<file path="config.mk">
export PLATFORM = sky130hd
export DESIGN_NAME = imem_boot_loader
export DESIGN_NICKNAME = d
export VERILOG_FILES = /design/src/rtl/imem_boot_loader.sv
export SDC_FILE = /design/constraint.sdc
export NUM_CORES = 1
export LEC_CHECK = 0
export ABC_AREA = 1
export CAP_MARGIN = 20
export CORE_UTILIZATION = 45
export DETAILED_ROUTE_END_ITERATION = 6
export PLACE_DENSITY = 0.86
export SYNTH_ARGS = -nofsm -noshare
export SYNTH_HDL_FRONTEND = slang
export SYNTH_SLANG_ARGS = --single-unit
</file>
<file path="constraint.sdc">
create_clock -name clk -period 1.8 [get_ports clk]
set_clock_uncertainty 0.2 [all_clocks]
set_input_delay 0.54 -clock clk [delete_from_list [all_inputs] [get_ports clk]]
set_output_delay 0.54 -clock clk [all_outputs]
set_load 0.1 [all_outputs]
</file>
<file path="src/rtl/imem_boot_loader.sv">
// Boot loader for the core's instruction memory. Holds the core in reset,
// receives a length-prefixed little-endian byte stream over valid/ready,
// writes the assembled words sequentially, then releases the core. Also
// muxes the instruction-memory address between loader and core fetch.
module imem_boot_loader #(
  parameter int DEPTH  = 1024,
  parameter int ADDR_W = 10
) (
  input  logic              clk,
  input  logic              rst_n,
  input  logic              start,
  input  logic [7:0]        rx_data,
  input  logic              rx_valid,
  output logic              rx_ready,
  input  logic [31:0]       fetch_addr,
  output logic [31:0]       imem_addr,
  output logic              mem_we,
  output logic [ADDR_W-1:0] mem_waddr,
  output logic [31:0]       mem_wdata,
  output logic              core_rst_n,
  output logic              busy,
  output logic              done,
  output logic              err,
  output logic [15:0]       words_loaded
);

  typedef enum logic [2:0] {
    S_IDLE,
    S_LEN_LO,
    S_LEN_HI,
    S_DATA,
    S_FLUSH,
    S_RUN
  } state_t;

  localparam logic [15:0] DEPTH16 = 16'(DEPTH);

  state_t      state;
  logic [15:0] len;        // word count from the stream header
  logic [1:0]  b;          // byte position within the current word
  logic [15:0] w;          // index of the word being assembled/written
  logic [23:0] word_buf;   // low three bytes of the word in progress
  logic        wr_pend;    // a word completed last cycle (written or not)
  logic        hs;
  logic [15:0] len_in;

  // Byte transfer: rx_ready is a pure state decode.
  // NOTE: rx_ready must not look at rx_valid, or a sender that waits for
  // ready before raising valid would deadlock against this block.
  always_comb begin
    rx_ready = (state == S_LEN_LO) || (state == S_LEN_HI) || (state == S_DATA);
  end

  assign hs     = rx_valid && rx_ready;
  assign len_in = {rx_data, len[7:0]};

  // Loader owns the address while busy so a pending write sees its own address.
  always_comb begin
    imem_addr = fetch_addr;
    if (busy) imem_addr = {{(30-ADDR_W){1'b0}}, w[ADDR_W-1:0], 2'b00};
  end

  // Load sequencer with registered outputs.
  // NOTE: all state here uses non-blocking assignments so every register
  // samples the pre-edge values; reset here is synchronous and only touches
  // control and datapath registers, never the instruction memory itself.
  always_ff @(posedge clk) begin
    if (!rst_n) begin
      state        <= S_IDLE;
      len          <= '0;
      b            <= '0;
      w            <= '0;
      word_buf     <= '0;
      wr_pend      <= 1'b0;
      mem_we       <= 1'b0;
      mem_waddr    <= '0;
      mem_wdata    <= '0;
      core_rst_n   <= 1'b0;
      busy         <= 1'b0;
      done         <= 1'b0;
      err          <= 1'b0;
      words_loaded <= '0;
    end else begin
      done    <= 1'b0;
      mem_we  <= 1'b0;
      wr_pend <= 1'b0;

      // The write cycle advances the word index; only real writes are counted.
      if (wr_pend) begin
        w <= w + 16'd1;
        if (mem_we) words_loaded <= words_loaded + 16'd1;
      end

      unique case (state)
        S_IDLE, S_RUN: begin
          if (start) begin
            state        <= S_LEN_LO;
            busy         <= 1'b1;
            core_rst_n   <= 1'b0;
            err          <= 1'b0;
            words_loaded <= '0;
            b            <= '0;
            w            <= '0;
          end
        end
        S_LEN_LO: begin
          if (hs) begin
            len[7:0] <= rx_data;
            state    <= S_LEN_HI;
          end
        end
        S_LEN_HI: begin
          if (hs) begin
            len[15:8] <= rx_data;
            err       <= (len_in > DEPTH16);
            if (len_in != 16'd0) begin
              state <= S_DATA;
            end else begin
              state      <= S_RUN;
              busy       <= 1'b0;
              core_rst_n <= 1'b1;
              done       <= 1'b1;
            end
          end
        end
        S_DATA: begin
          if (hs) begin
            b <= b + 2'd1;
            unique case (b)
              2'd0: word_buf[7:0]   <= rx_data;
              2'd1: word_buf[15:8]  <= rx_data;
              2'd2: word_buf[23:16] <= rx_data;
              2'd3: begin
                mem_wdata <= {rx_data, word_buf};
                mem_waddr <= w[ADDR_W-1:0];
                mem_we    <= (w < DEPTH16);
                wr_pend   <= 1'b1;
                if (w == len - 16'd1) state <= S_FLUSH;
              end
              default: ;
            endcase
          end
        end
        S_FLUSH: begin
          state      <= S_RUN;
          busy       <= 1'b0;
          core_rst_n <= 1'b1;
          done       <= 1'b1;
        end
        default: begin
          state      <= S_IDLE;
          busy       <= 1'b0;
          core_rst_n <= 1'b0;
        end
      endcase
    end
  end

endmodule

</file>
==> reports/results.txt, run 1 <==
status -> did not finish
Stop stage -> global routing
Tool Error -> [ERROR GRT-0116] Global routing finished with congestion. Check the congestion regions in the DRC Viewer.
pre-CTS setup slack -> -0.646 ns
largest family of logic cells by synthesized area -> simple AND/OR/NAND/NOR gates
die span in y -> 115 um
number of CTS-inserted buffers -> 17
largest net degree at the start of global routing -> 49
Synth Area in Adders -> 1.75%
GPL Wtd Cong -> 0.966
Cell Area, Synth -> 5710 um2
Cell Area, Placed -> 9520 um2
Synth Area in Simple Gates -> 28.8%
vias in the first global route -> 9,530
Mapped Nets -> 868
CTS Hold Bufs -> 0
proportion of synthesized area in mux cells -> 0.372%
post-synthesis register bit count -> 125
top-level I/O count -> 140
gr usage total -> 60.2%
asr flop ratio synth -> 0%
clock tree buffer depth -> 2
root buffer cell -> clkbuf_16
global-route wire length before repair -> 58.3 mm
syn avg cell area -> 7.00 um2
Core Rows -> 40
Initial Util -> 46.8%
Clock Sinks -> 125
IO Port Bufs -> 139
synth warn -> 0
post-DP HPWL -> 13.9 mm
Synth Area in XOR/XNOR -> 4.29%
post-synth cell types -> 34
Synth Area in Compound Gates -> 13.4%
EDFF count, synth -> 0
H-tree depth -> 4
Main synth FF type -> dfxtp_1
Horiz. Die Dim -> 115 um
sequential element share of the synthesized area -> 43.8%
cells after synthesis -> 816
placed cell count -> 1,213
grt ovf -> 7
[repair_timing]
action	CTS
gates resized for setup	217
endpoints found under the setup margin	136
pin swaps	58
cloned	8
setup buffers	40
[through the flow]
| stage | hold WS, ns | TNS (ns) |
|---|---|---|
| CTS | 0.290 | -22.87 |
| detailed placement | 0.274 | -48.09 |
| global placement | 0.262 | -42.51 |
| floorplan | 0.256 | -13.06 |
[cells by family after synthesis]
kind of cell / after synthesis
xor+xnor: 28
buf+inv: 114
simple gates: 393
mux: 2
fa+ha+maj: 8
flops: 125
compound gates: 146
[cell usage after synthesis (all sizes together) (2+ instances only)]
cell type  number  area [um2]
xnor2           7        61.3
nand2         102         390
xor2           21         184
buf             3        15.0
clkbuf         24        90.1
nand4           5        31.3
dfxtp         125        2500
ha              8         100
nor2          235         922
o21bai          4        33.8
nor4            2        12.5
o21a            2        15.0
a21oi          47         235
inv            86         323
nor3b           3        22.5
o21ai          88         440
nand3          29         160
nand3b          6        45.0
nor3           10        55.1
[per-layer routing]
metal	GRT usage, %	GRT overflow
met2	83.6	6
met5	5.49	0
met1	61.7	0
met4	56.7	0
met3	37.0	1
==> inputs of run 2 (changes only) <==
--- a/config.mk
+++ b/config.mk
@@ -7,9 +7,9 @@
 export LEC_CHECK = 0
 export ABC_AREA = 1
 export CAP_MARGIN = 20
-export CORE_UTILIZATION = 45
+export CORE_UTILIZATION = 40
 export DETAILED_ROUTE_END_ITERATION = 6
-export PLACE_DENSITY = 0.86
+export PLACE_DENSITY_LB_ADDON = 0.15
 export SYNTH_ARGS = -nofsm -noshare
 export SYNTH_HDL_FRONTEND = slang
 export SYNTH_SLANG_ARGS = --single-unit
==> constraint.sdc (replaced) <==
create_clock -name clk -period 2.3 [get_ports clk]
set_clock_uncertainty 0.2 [all_clocks]
set_input_delay 0.69 -clock clk [delete_from_list [all_inputs] [get_ports clk]]
set_output_delay 0.69 -clock clk [all_outputs]
set_load 0.1 [all_outputs]
==> run 2 against run 1 <==
The flow now finishes, with violations (negative setup slack). Synthesized cell count is the same. Synthesized area is the same.
==> reports/results.txt, run 2 <==
status -> finished, violations left
violated checks -> negative setup slack
Reg area -> 2520 um2
Mapped Nets -> 868
share of layout cells above drive strength 1 -> 29.2%
Highest Clock Rate -> 423 MHz
Final setup viols -> 5
top cells by area, synth -> dfxtp_1 44%, nor2_1 15%, o21ai_0 7.7%
H-tree depth -> 4
number of diodes -> 0
count leader, synth -> nor2_1
register share of total power -> 24.3%
number of flip-flops in the largest register -> 32
commonest non-fill, non-tap cell in the layout -> nor2_1
GPL Wtd Cong -> 0.893
syn avg cell area -> 7.00 um2
CTS tree -> yes
Initial Util -> 41.1%
routed vias -> 5,762
Worst-Margin Slew -> 0.530 ns
Pleak -> 4.26 nW
Comb pwr share -> 47.0%
max-cap violations -> 0
Crit Path Class -> flop to output pin
hold path depth -> 2
root buffer cell -> clkbuf_16
CTS clk-pin slew, worst paths -> 0.06 ns
Worst Path Max Fanout -> 5
vias in the first global route -> 5,355
Clock Power Share -> 28.7%
CP required -> 1.41 ns
worst ir drop on vdd -> 0.587 mV
switching share of power -> 41.0%
Cell Area, Placed -> 8860 um2
post-synth cell types -> 34
pwr dens -> 1030 nW/um2
most frequent cells in the layout -> 185 x nor2_1, 114 x dfxtp_1, 102 x buf_12
switching pwr -> 0.00409 W
Fill cells -> 1,073
RSZ-0062 raised after global routing -> yes
gr usage total -> 23.5%
Main synth FF type -> dfxtp_1
synth warn -> 0
top-level I/O count -> 140
final worst slack -> -0.0645 ns
post-synth top area share -> 43.8%
P&R area growth vs syn -> 70.6%
Tightest Hold Check Type -> flop to flop
area leader, netlist -> dfxtp_1
DRC -> 0
die span in y -> 121 um
clock tree buffer depth -> 2
EDFF count, synth -> 0
via/cell ratio -> 4.82
post-synthesis register bit count -> 125
commonest cells in the netlist -> 225 x nor2_1, 125 x dfxtp_1, 99 x nand2_1
Top Registers -> mem_wdata x32, word_buf x24
grt ovf -> 0
initial DRC count -> 245
number of CTS-inserted buffers -> 17
cells after synthesis -> 816
nets -> 1,055
Final Cell Area -> 9740 um2
FF-to-FF path depth -> 13
Horiz. Die Dim -> 121 um
fin crit period -> 2.36 ns
Worst Setup End Kind -> output pin
Cell Area, Synth -> 5710 um2
asr flop ratio synth -> 0%
WL final -> 16.6 mm
nature of the critical path startpoint -> flop
Core Area -> 13,900 um2
Slew Limit Fails -> 0
sequential element share of the synthesized area -> 43.8%
Clock Sinks -> 125
CTS Hold Bufs -> 0
PnR Total Power -> 0.00999 W
Worst EP arrival -> 1.47 ns
global-route wire length before repair -> 26.9 mm
post-DP HPWL -> 11.8 mm
Core Rows -> 43
Most flops, register -> mem_wdata
largest net degree at the start of global routing -> 68
initial antenna violation count -> 0
die area -> 14,800 um2
IO Port Bufs -> 139
P_int -> 0.00589 W
multi-input logic area -> 3160 um2
Pre-antenna DRT Iters -> 5
Rel. slew slack -> 64.7%
Routed Antenna Nets -> 0
Period Utilization, post-route -> 103%
WL/cell -> 13.9 um
Hold Vio Cnt, Final -> 0
Clock Latency Late Sink -> 0.42 ns
[run 2: cell counts after synthesis]
Identical to the previous run, type by type.
[run 2: final timing paths]
path | endpoint | from | slack (ns)
worst max-delay path | imem_addr[3] | busy | -0.06
worst min-delay path | word_buf[8] | word_buf[8] | 0.29
worst max register to register | state[1] | len[0] | 0.18
worst min register to register | word_buf[8] | word_buf[8] | 0.29
[run 2: kinds of logic after synthesis]
| family | Yosys count | synth area share (%) |
|---|---|---|
| flops | 125 | 43.8 |
| mux | 2 | 0.372 |
| simple gates | 393 | 28.8 |
| compound gates | 146 | 13.4 |
| fa+ha+maj | 8 | 1.75 |
| buf+inv | 114 | 7.58 |
| xor+xnor | 28 | 4.29 |
[run 2: power groups by stage]
stage | Clock (W) | Sequential, W | Combinational, W
after global placement | 0 | 0.00250 | 0.00421
after CTS | 0.00290 | 0.00241 | 0.00460
after floorplan | 0 | 0.00256 | 0.00279
after global routing | 0.00301 | 0.00244 | 0.00499
after detailed placement | 0 | 0.00251 | 0.00424
final | 0.00287 | 0.00242 | 0.00470
[run 2: final cells by class]
type	count	share of cell area [%]
clock buffers	20	4.59
flip-flops and latches	125	25.9
clock inverters	12	1.86
well taps	180	2.31
repair buffers	195	29.6
inverters	87	3.37
multi-input cells	577	32.4
[run 2: timing repair]
item	in CTS	in global routing
pin swaps	26	13
endpoints found under the hold margin	0	0
setup endpoints to repair	34	34
gates cloned	1	0
buffers inserted	9	1
gates resized for setup	69	32
[run 2: worst max-delay path, cell delays in order (launching register included)]
cell,delay [ns]
dfxtp_4,0.40
buf_6,0.16
mux2_4,0.32
buf_12,0.17
[run 2: layer usage]
metal | vias up | GRT usage, % | routed length [um]
met3 | 22 | 6.39 | 1030
met2 | 161 | 38.1 | 7800
met1 | 2602 | 30.0 | 7570
met5 | - | 0 | 0
li1 | 2977 | - | -
met4 | 0 | 7.64 | 218
[run 2: per-stage QoR]
| stage | std cells | setup slack (ns) | hold WS (ns) | util [%] | TNS (ns) |
|---|---|---|---|---|---|
| after floorplan | 816 | -0.0758 | 0.256 | - | -0.667 |
| after global placement | 1154 | -0.199 | 0.267 | 63.8 | -5.33 |
| after detailed placement | 1154 | -0.248 | 0.272 | 63.8 | -6.90 |
| after CTS | 1196 | -0.125 | 0.289 | 69.7 | -1.49 |
| after global routing | 1196 | -0.108 | 0.310 | 70.2 | -1.05 |
| final | 1196 | -0.0645 | 0.287 | 70.2 | -0.158 |
No activity file was read; power rests on OpenSTA's default activity.
